### src/rtl/upsample_pkg.sv
// Shared types and width helpers for the upsample stream block.
package upsample_pkg;

  typedef enum logic {
    UPS_NEAREST = 1'b0,
    UPS_LINEAR  = 1'b1
  } ups_mode_e;

  typedef enum logic [1:0] {
    UPS_IDLE   = 2'd0,
    UPS_PREP   = 2'd1,
    UPS_STREAM = 2'd2,
    UPS_DONE   = 2'd3
  } ups_state_e;

  // Counter/port width for a range of n values, never narrower than one bit.
  function automatic int ups_width(input int n);
    return (n > 1) ? $clog2(n) : 1;
  endfunction

  function automatic bit ups_is_pow2(input int n);
    return (n > 0) && ((n & (n - 1)) == 0);
  endfunction

endpackage

### src/rtl/upsample_interp_unit.sv
// Combinational sample generator: repeat x0, or step linearly from x0 toward x1
// by j/SCALE_FACTOR with floor rounding.
module upsample_interp_unit
  import upsample_pkg::*;
#(
  parameter int DATA_WIDTH   = 16,
  parameter int SCALE_FACTOR = 2
) (
  input  logic signed [DATA_WIDTH-1:0]            x0,
  input  logic signed [DATA_WIDTH-1:0]            x1,
  input  logic        [$clog2(SCALE_FACTOR)-1:0]  j,
  input  ups_mode_e                               mode,
  output logic signed [DATA_WIDTH-1:0]            sample
);

  localparam int LOG2S = $clog2(SCALE_FACTOR);
  localparam int PW    = DATA_WIDTH + LOG2S + 2;

  logic signed [DATA_WIDTH:0] diff;
  logic signed [PW-1:0]       prod;
  logic signed [PW-1:0]       step;
  logic                       unused_step_hi;

  always_comb begin
    diff = {x1[DATA_WIDTH-1], x1} - {x0[DATA_WIDTH-1], x0};
    prod = PW'(diff) * PW'($signed({1'b0, j}));
    step = prod >>> LOG2S;
    // |step| never exceeds |x1-x0|, so the low DATA_WIDTH bits carry the full result.
    if (mode == UPS_LINEAR) begin
      sample = x0 + step[DATA_WIDTH-1:0];
    end else begin
      sample = x0;
    end
  end

  assign unused_step_hi = ^step[PW-1:DATA_WIDTH];

endmodule

### src/rtl/upsample_stream.sv
// Captures a multi-channel frame block and streams it out upsampled by
// SCALE_FACTOR, channel-major, under a valid/ready handshake.
module upsample_stream
  import upsample_pkg::*;
#(
  parameter int NUM_CHANNELS = 2,
  parameter int FRAMES_IN    = 2,
  parameter int SCALE_FACTOR = 2,
  parameter int DATA_WIDTH   = 16
) (
  input  logic                                                      clk,
  input  logic                                                      rst,
  input  logic                                                      i_start,
  input  logic                                                      i_mode,
  input  logic signed [NUM_CHANNELS-1:0][FRAMES_IN-1:0][DATA_WIDTH-1:0] i_data,
  input  logic                                                      i_ready,
  output logic                                                      o_valid,
  output logic signed [DATA_WIDTH-1:0]                              o_data,
  output logic [ups_width(NUM_CHANNELS)-1:0]                        o_ch,
  output logic [ups_width(FRAMES_IN*SCALE_FACTOR)-1:0]              o_idx,
  output logic                                                      o_busy,
  output logic                                                      o_done_tick
);

  localparam int OUT_FRAMES = FRAMES_IN * SCALE_FACTOR;
  localparam int CW         = ups_width(NUM_CHANNELS);
  localparam int IW         = ups_width(OUT_FRAMES);
  localparam int KW         = ups_width(FRAMES_IN);
  localparam int LOG2S      = $clog2(SCALE_FACTOR);

  localparam logic [CW-1:0] LAST_CH  = CW'(NUM_CHANNELS - 1);
  localparam logic [IW-1:0] LAST_IDX = IW'(OUT_FRAMES - 1);
  localparam logic [KW-1:0] LAST_K   = KW'(FRAMES_IN - 1);

  if (!ups_is_pow2(SCALE_FACTOR) || (SCALE_FACTOR < 2)) begin : g_bad_scale
    $error("upsample_stream: SCALE_FACTOR must be a power of 2 and at least 2");
  end

  ups_state_e state;
  ups_mode_e  mode_q;
  logic signed [NUM_CHANNELS-1:0][FRAMES_IN-1:0][DATA_WIDTH-1:0] data_q;

  logic                         last;
  logic [CW-1:0]                nxt_ch;
  logic [IW-1:0]                nxt_idx;
  logic [KW-1:0]                k;
  logic [KW-1:0]                k1;
  logic [LOG2S-1:0]             j;
  logic signed [DATA_WIDTH-1:0] x0;
  logic signed [DATA_WIDTH-1:0] x1;
  logic signed [DATA_WIDTH-1:0] sample;

  // Coordinates of the sample to be loaded next: (0,0) from PREP, else the successor.
  always_comb begin
    last    = (o_ch == LAST_CH) && (o_idx == LAST_IDX);
    nxt_ch  = o_ch;
    nxt_idx = o_idx + IW'(1);
    if (state == UPS_PREP) begin
      nxt_ch  = '0;
      nxt_idx = '0;
    end else if (o_idx == LAST_IDX) begin
      nxt_ch  = o_ch + CW'(1);
      nxt_idx = '0;
    end
  end

  // The last input frame has no right neighbour, so it is paired with itself.
  always_comb begin
    k  = KW'(nxt_idx >> LOG2S);
    j  = nxt_idx[LOG2S-1:0];
    k1 = (k == LAST_K) ? k : k + KW'(1);
    x0 = data_q[nxt_ch][k];
    x1 = data_q[nxt_ch][k1];
  end

  upsample_interp_unit #(
    .DATA_WIDTH  (DATA_WIDTH),
    .SCALE_FACTOR(SCALE_FACTOR)
  ) u_interp (
    .x0    (x0),
    .x1    (x1),
    .j     (j),
    .mode  (mode_q),
    .sample(sample)
  );

  always_ff @(posedge clk or posedge rst) begin
    if (rst) begin
      state       <= UPS_IDLE;
      mode_q      <= UPS_NEAREST;
      data_q      <= '0;
      o_valid     <= 1'b0;
      o_data      <= '0;
      o_ch        <= '0;
      o_idx       <= '0;
      o_done_tick <= 1'b0;
    end else begin
      o_done_tick <= 1'b0;
      case (state)
        UPS_IDLE: begin
          if (i_start) begin
            data_q <= i_data;
            mode_q <= ups_mode_e'(i_mode);
            state  <= UPS_PREP;
          end
        end
        UPS_PREP: begin
          o_data  <= sample;
          o_ch    <= nxt_ch;
          o_idx   <= nxt_idx;
          o_valid <= 1'b1;
          state   <= UPS_STREAM;
        end
        UPS_STREAM: begin
          if (o_valid && i_ready) begin
            if (last) begin
              o_valid     <= 1'b0;
              o_data      <= '0;
              o_ch        <= '0;
              o_idx       <= '0;
              o_done_tick <= 1'b1;
              state       <= UPS_DONE;
            end else begin
              o_data <= sample;
              o_ch   <= nxt_ch;
              o_idx  <= nxt_idx;
            end
          end
        end
        UPS_DONE: begin
          state <= UPS_IDLE;
        end
        default: begin
          state <= UPS_IDLE;
        end
      endcase
    end
  end

  assign o_busy = (state != UPS_IDLE);

endmodule

### config.mk
export PLATFORM = sky130hd
export DESIGN_NAME = upsample_stream
export DESIGN_NICKNAME = d
export VERILOG_FILES = /design/src/rtl/upsample_pkg.sv /design/src/rtl/upsample_interp_unit.sv /design/src/rtl/upsample_stream.sv
export SDC_FILE = /design/constraint.sdc
export NUM_CORES = 1
export LEC_CHECK = 0
export CAP_MARGIN = 40
export CORE_UTILIZATION = 55
export DETAILED_ROUTE_END_ITERATION = 10
export GPL_TIMING_DRIVEN = 0
export PLACE_DENSITY_LB_ADDON = 0.2
export SYNTH_ARGS = -nofsm -noshare
export SYNTH_HDL_FRONTEND = slang
export SYNTH_HIERARCHICAL = 1
export SYNTH_SLANG_ARGS = --single-unit
### constraint.sdc
create_clock -name clk -period 10.1 [get_ports clk]
set_input_delay 2.02 -clock clk [delete_from_list [all_inputs] [get_ports clk]]
set_output_delay 2.02 -clock clk [all_outputs]
set_load 0.02 [all_outputs]
==> key figures, run 1 <==
Logic synthesis
  • Cell variety after synth: 55
  • Mux share of post-synthesis cell area: 26.7%
  • Xor/xnor share of the synthesized area: 2.85%
  • Synth Area in Compound Gates: 9.95%
  • Synth Register Bits: 88
  • Post-synthesis adder-cell area fraction: 8.40%
  • Main combinational cell family by area after synthesis: multiplexers
  • Post-synth EDFFs: 0
  • YS warnings: 6
  • Post-Syn Area: 5840 sq um
  • Seq/Total Area, Yosys: 37.7%
  • Async set or reset register ratio after synthesis: 100%
  • Simple-Gate Fraction of Synth Area: 8.87%
  • Synthesized Nets: 630
  • Synth Area per Inst: 11.2 sq um
  • Top FF cell, synth: dfrtp_1
  • Mapped Cells: 523

Layout
  • Antenna diodes: 0
  • Filler cell count: 787
  • Most frequent cells in the layout: clkdlybuf4s50_1, dfrtp_1, mux2_2
  • Share of cells above drive strength 1: 23.3%
  • Leading cell type in the layout, fill and taps excluded: clkdlybuf4s50_1
  • Net count, final: 733
  • Area Overhead vs Synth: 22.4%
  • Multi-input logic area: 3310 sq um
  • Sequential Area: 2200 sq um

STA
  • Clk_skew: 0.00803 ns
  • Final setup vio count: 0
  • Final Critical Period: 5.38 ns
  • Final Hold Fails: 0
  • FMAX: 0.186 GHz
  • RSZ-0062 raised after global routing: false
  • Hold WS: 0.508 ns
  • Slew @ Worst Pin: 0.504 ns
  • Tcrit/Tclk final: 53.2%
  • Slew margin rel.: 66.4%
  • Pins Over Slew Limit: 0
  • Final TNS setup: 0 ns

Critical path
  • Max stage delay on crit path: 0.48 ns
  • Reg-to-reg startpoint: o_idx[0]
  • CP endpoint kind: register
  • Worst path required time: 10.39 ns
  • Worst Path Max Fanout: 10
  • FF-to-FF setup slack: 4.72 ns
  • Crit path cell chain: ha_1 > ha_1 > nand2b_4 > buf_6 > buf_12 > buf_6 > mux4_2 > inv_1 > fa_1 > a21o_1 > a221oi_2 > o21ai_2 > a21o_1 > a21oi_1 > xor2_1 > nor2_1 > ha_1 > nor2b_1 > o31a_1 > nor4b_2 > o21ai_0 > a31oi_1 > nand2_1 > mux2i_1
  • Crit path top cell by count: ha_1
  • Arr. time, crit path: 5.67 ns
  • FF-to-FF path depth: 24
  • Critical path type: register to register
  • Critical R2R Capture: o_data[14]
  • Critical path launch point type: register
  • Slowest cell on the critical path: fa_1

GRT
  • M2 GR Usage: 42.1%
  • Grt peak-use layer: met2
  • First-pass GRT wire length: 21,800 um
  • Aggregate global routing overflow: 0
  • Vias in the first global route: 4,366
  • Initial antenna violation count: 0
  • Met1 usage: 36.0%
  • Pin count of the biggest net entering global routing: 51
  • M3 GR Usage: 2.81%
  • Overall Global Routing Usage: 25.7%

Floorplan
  • Die height: 105 um
  • Die area: 11,000 sq um
  • Core Rows: 37
  • Starting density of the core: 56.5%
  • I/O pins: 91
  • Die Span X: 105 um
  • Core area: 10,300 sq um

CTS
  • Post-cts gate resize count: 0
  • CTS Hold Buffers Added: 0
  • CTS tree: done
  • Postcts setup bufs: 0
  • Worst-Skew Late Latency: 0.36 ns
  • Root buffer cell: clkbuf_8
  • Clk pin slew, worst setup/hold paths: 0.09 ns
  • CTS max path bufs: 2
  • Htree depth: 3
  • CTS Buf Count: 9
  • Clk sink count: 88

Detailed routing
  • Routed via count: 4,289
  • Post-DRT Antenna Nets: 0
  • Vias per inst: 5.60
  • Drt total wl: 13,000 um
  • Drt wl/cell: 17.0 um
  • First DRT Iteration DRCs: 246
  • Drt first pass iters: 4
  • Remaining DRCs: 0

Placement
  • GP Congestion: 0.905
  • Post-DP HPWL: 10,100 um
  • Number of I/O port buffers: 90

Min path
  • Hold Startpoint: data_q[41]
  • Hold Path End: data_q[41]
  • Hold Path Depth: 1
  • Hold Path Class: register to register

Status
  • Status: finished clean

Flow run
  • Number of max-cap violations: 0
synth_stat cells, types with 4 or more instances:
master	count	area, sq um
o21ai_1	11	55.1
nor3_1	8	40.0
o21ai_0	6	30.0
nand3_1	9	45.0
a21o_1	14	105
nand2_1	33	124
mux2_2	85	957
and2_1	5	31.3
nor2b_1	6	37.5
mux2i_1	23	230
xnor2_1	9	78.8
dfrtp_1	88	2200
nand2b_1	4	25.0
xor2_1	10	87.6
a21oi_1	20	100
buf_2	9	45.0
buf_6	4	45.0
mux4_2	13	293
inv_1	47	176
ha_1	36	450
nor2_1	20	75.1
o21a_1	8	60.1
logic make-up after synthesis:
family          after synthesis
compound gates               85
buf+inv                      67
simple gates                102
fa+ha+maj                    38
xor+xnor                     19
mux                         124
flops                        88
layer usage:
layer,vias up,wire length (um)
met5,-,0
met4,0,154
met3,12,544
met2,111,6150
met1,2101,6170
li1,2065,-
registers in the layout, summed over array words and instances, names as in the netlist:
signal	cells
o_data	16
o_ch	1
o_done_tick	1
o_idx	2
state	2
o_valid	1
data_q	64
mode_q	1
layout make-up:
class	count	area share, %
clock inverters	4	0.735
plain buffers	20	2.01
well taps	136	2.38
repair buffers	92	13.1
flip-flops and latches	88	30.8
inverters	47	2.50
multi-input cells	368	46.4
clock buffers	11	2.12
how the worst max path moves through the flow:
stage / startpoint / endpoint / slack [ns] / cells after the start
2_1_floorplan: o_idx[0] / o_data[14] / 5.25 / 24
3_3_place_gp: rst / o_data[15] / 4.55 / 2
3_5_place_dp: o_idx[0] / o_data[15] / 4.78 / 25
4_1_cts: o_idx[0] / o_data[15] / 4.75 / 25
5_1_grt: o_idx[0] / o_data[13] / 4.42 / 25
6_report: o_idx[0] / o_data[14] / 4.72 / 24
critical path, delay by kind of cell, from the launching register on:
kind            cells  cell delay, ns
mux                 2            0.37
simple gates        5            0.62
flops               1            0.44
fa+ha+maj           4            1.39
compound gates      8            1.66
xor+xnor            1            0.16
buf+inv             4            0.63
through the flow:
step | util (%) | area (sq um) | cells | setup WS [ns]
global route | 69.2 | 7150 | 766 | 4.42
finish | 69.2 | 7150 | 766 | 4.72
global placement | 66.9 | 6910 | 749 | 4.55
CTS | 69.2 | 7150 | 766 | 4.75
detailed placement | 67.3 | 6940 | 751 | 4.78
floorplan | - | 5840 | 523 | 5.25
Power of run 1 is not shown: default switching activity piles up to over one toggle a cycle in this logic, so the estimate is an artifact.
==> run 2, diff against run 1 <==
--- a/config.mk
+++ b/config.mk
@@ -6,7 +6,7 @@
 export NUM_CORES = 1
 export LEC_CHECK = 0
 export CAP_MARGIN = 40
-export CORE_UTILIZATION = 55
+export CORE_UTILIZATION = 50
 export DETAILED_ROUTE_END_ITERATION = 10
 export GPL_TIMING_DRIVEN = 0
 export PLACE_DENSITY_LB_ADDON = 0.2
==> constraint.sdc (replaced) <==
create_clock -name clk -period 4.7 [get_ports clk]
set_input_delay 0.94 -clock clk [delete_from_list [all_inputs] [get_ports clk]]
set_output_delay 0.94 -clock clk [all_outputs]
set_load 0.02 [all_outputs]
==> key figures, run 2 (synthesis gave the netlist of run 1 again) <==
Layout
  • Max reg flops: 64 (unchanged)
  • Most frequent cells in the layout: clkdlybuf4s50_1, dfrtp_1, mux2_2
  • Net count, final: 780 (+6.4%)
  • Reg with most FFs: data_q
  • Filler cell count: 848 (+7.8%)
  • Leading cell type in the layout, fill and taps excluded: clkdlybuf4s50_1
  • Share of cells above drive strength 1: 35.1% (+12 points)
  • Largest registers in the final layout: data_q: 64 flops, o_data: 16 flops
  • Area Overhead vs Synth: 35.9%
  • Antenna diodes: 0 (unchanged)

Critical path
  • Critical path launch point type: register
  • Worst Path Max Fanout: 6 (-4)
  • CP endpoint kind: register
  • Worst path required time: 4.97 ns (-5.42 ns)
  • Slowest cell on the critical path: dfrtp_2
  • Crit path top cell by count: ha_4
  • Arr. time, crit path: 5.12 ns (-0.55 ns)
  • Critical path type: register to register
  • Max stage delay on crit path: 0.44 ns (-0.04 ns)

Placement
  • Post-DP HPWL: 10,100 um (+0.28%)
  • GP Congestion: 0.849 (-6.2%)
  • Number of I/O port buffers: 90 (unchanged)

GRT
  • First-pass GRT wire length: 22,800 um (+4.4%)
  • Pin count of the biggest net entering global routing: 47 (-7.8%)
  • Vias in the first global route: 4,552 (+4.3%)
  • Overall Global Routing Usage: 25.2% (-0.47 points)
  • Aggregate global routing overflow: 0 (unchanged)
  • Initial antenna violation count: 0 (unchanged)

Floorplan
  • Die height: 110 um (+4.8%)
  • Die area: 12,100 sq um (+9.8%)
  • Core area: 11,400 sq um (+11%)
  • Die Span X: 110 um (+4.8%)
  • I/O pins: 91 (unchanged)
  • Starting density of the core: 51.1% (-5.4 points)
  • Core Rows: 39 (+5.4%)

STA
  • Slew @ Worst Pin: 0.550 ns (+0.0459 ns)
  • Final Critical Period: 4.85 ns (-0.528 ns)
  • Pins Over Slew Limit: 0 (unchanged)
  • Final Hold Fails: 0 (unchanged)
  • FMAX: 0.206 GHz (+11%)
  • Clk_skew: 0.00589 ns (-0.00214 ns)
  • Final WS setup: -0.150 ns (-4.87 ns)
  • Slew margin rel.: 63.4% (-3.1 points)
  • Final setup vio count: 6 (+6)
  • RSZ-0062 raised after global routing: true
  • Tcrit/Tclk final: 103% (+50 points)
  • Hold WS: 0.503 ns (-0.00505 ns)

Min path
  • Hold Path Class: register to register

Detailed routing
  • Drt total wl: 14,300 um (+9.6%)
  • First DRT Iteration DRCs: 194 (-21%)
  • Drt first pass iters: 5 (+1)
  • Post-DRT Antenna Nets: 0 (unchanged)
  • Routed via count: 4,510 (+5.2%)
  • Vias per inst: 5.49 (-1.9%)
  • Drt wl/cell: 17.4 um (+2.3%)
  • Remaining DRCs: 0 (unchanged)

CTS
  • Root buffer cell: clkbuf_16
  • Htree depth: 3 (unchanged)
  • CTS Buf Count: 9 (unchanged)
  • CTS max path bufs: 2 (unchanged)
  • Worst-Skew Late Latency: 0.35 ns (about the same)
  • Clk sink count: 88 (unchanged)
  • CTS tree: done
  • Clk pin slew, worst setup/hold paths: 0.07 ns (-0.02 ns)

Status
  • Status: finished, violations left
  • Failing checks: setup timing

Flow run
  • Number of max-cap violations: 0 (unchanged)
==> run 2: cell types whose count changed in the layout (fill, tap and decap cells not counted), sizes merged <==
cell / before / now
buf: 19 / 66
clkbuf: 14 / 13
clkinv: 2 / 3
inv: 48 / 49
==> run 2: what timing repair did <==
item,in CTS,in global routing
buffers inserted,25,23
setup endpoints to repair,8,9
hold buffers,0,0
pin swaps,25,28
resized for setup,34,28
==> run 2: final cells by class <==
| cell class | instances | area [sq um] | area share (%) |
|---|---|---|---|
| plain buffers | 19 | 149 | 1.88 |
| clock buffers | 10 | 229 | 2.89 |
| clock inverters | 6 | 76.3 | 0.962 |
| inverters | 47 | 181 | 2.29 |
| multi-input cells | 368 | 3600 | 45.3 |
| flip-flops and latches | 88 | 2200 | 27.8 |
| well taps | 143 | 179 | 2.26 |
| repair buffers | 140 | 1320 | 16.6 |
==> run 2: final timing paths <==
check,from,to,slack [ns],cells past startpoint
setup / recovery,o_idx[0],o_data[15],-0.15,25
hold / removal,data_q[41],data_q[41],0.50,1
setup reg to reg,o_idx[0],o_data[15],-0.15,25
hold reg to reg,data_q[41],data_q[41],0.50,1
max in group asynchronous,rst,data_q[12],3.09,3
min in group asynchronous,rst,data_q[2],1.00,2
==> run 2: critical path: cells and delay by family (launching register included) <==
family / cells / cell delay (ns)
compound gates: 5 / 0.98
xor+xnor: 2 / 0.32
fa+ha+maj: 4 / 0.99
buf+inv: 6 / 0.80
flops: 1 / 0.44
mux: 2 / 0.46
simple gates: 6 / 0.75
==> run 2: per-layer routing <==
layer | vias up | track usage (%) | routed length, um
met3 | 26 | 3.88 | 632
met2 | 134 | 41.8 | 6880
met5 | - | 0 | 0
li1 | 2180 | - | -
met1 | 2170 | 33.8 | 6530
met4 | 0 | 8.57 | 235
==> run 2: stage by stage <==
stage          instances  setup slack, ns  util (%)  cell area [sq um]  setup TNS [ns]
2_1_floorplan        523          0.00966         -               5870               0
3_3_place_gp         756           -0.414      60.8               6950           -2.18
3_5_place_dp         758           -0.447      61.2               6980           -2.27
4_1_cts              798          -0.0704      66.9               7640          -0.192
5_1_grt              821           -0.381      69.5               7930           -2.26
6_report             821           -0.150      69.5               7930          -0.453
Power of run 2 is left out for the same reason.
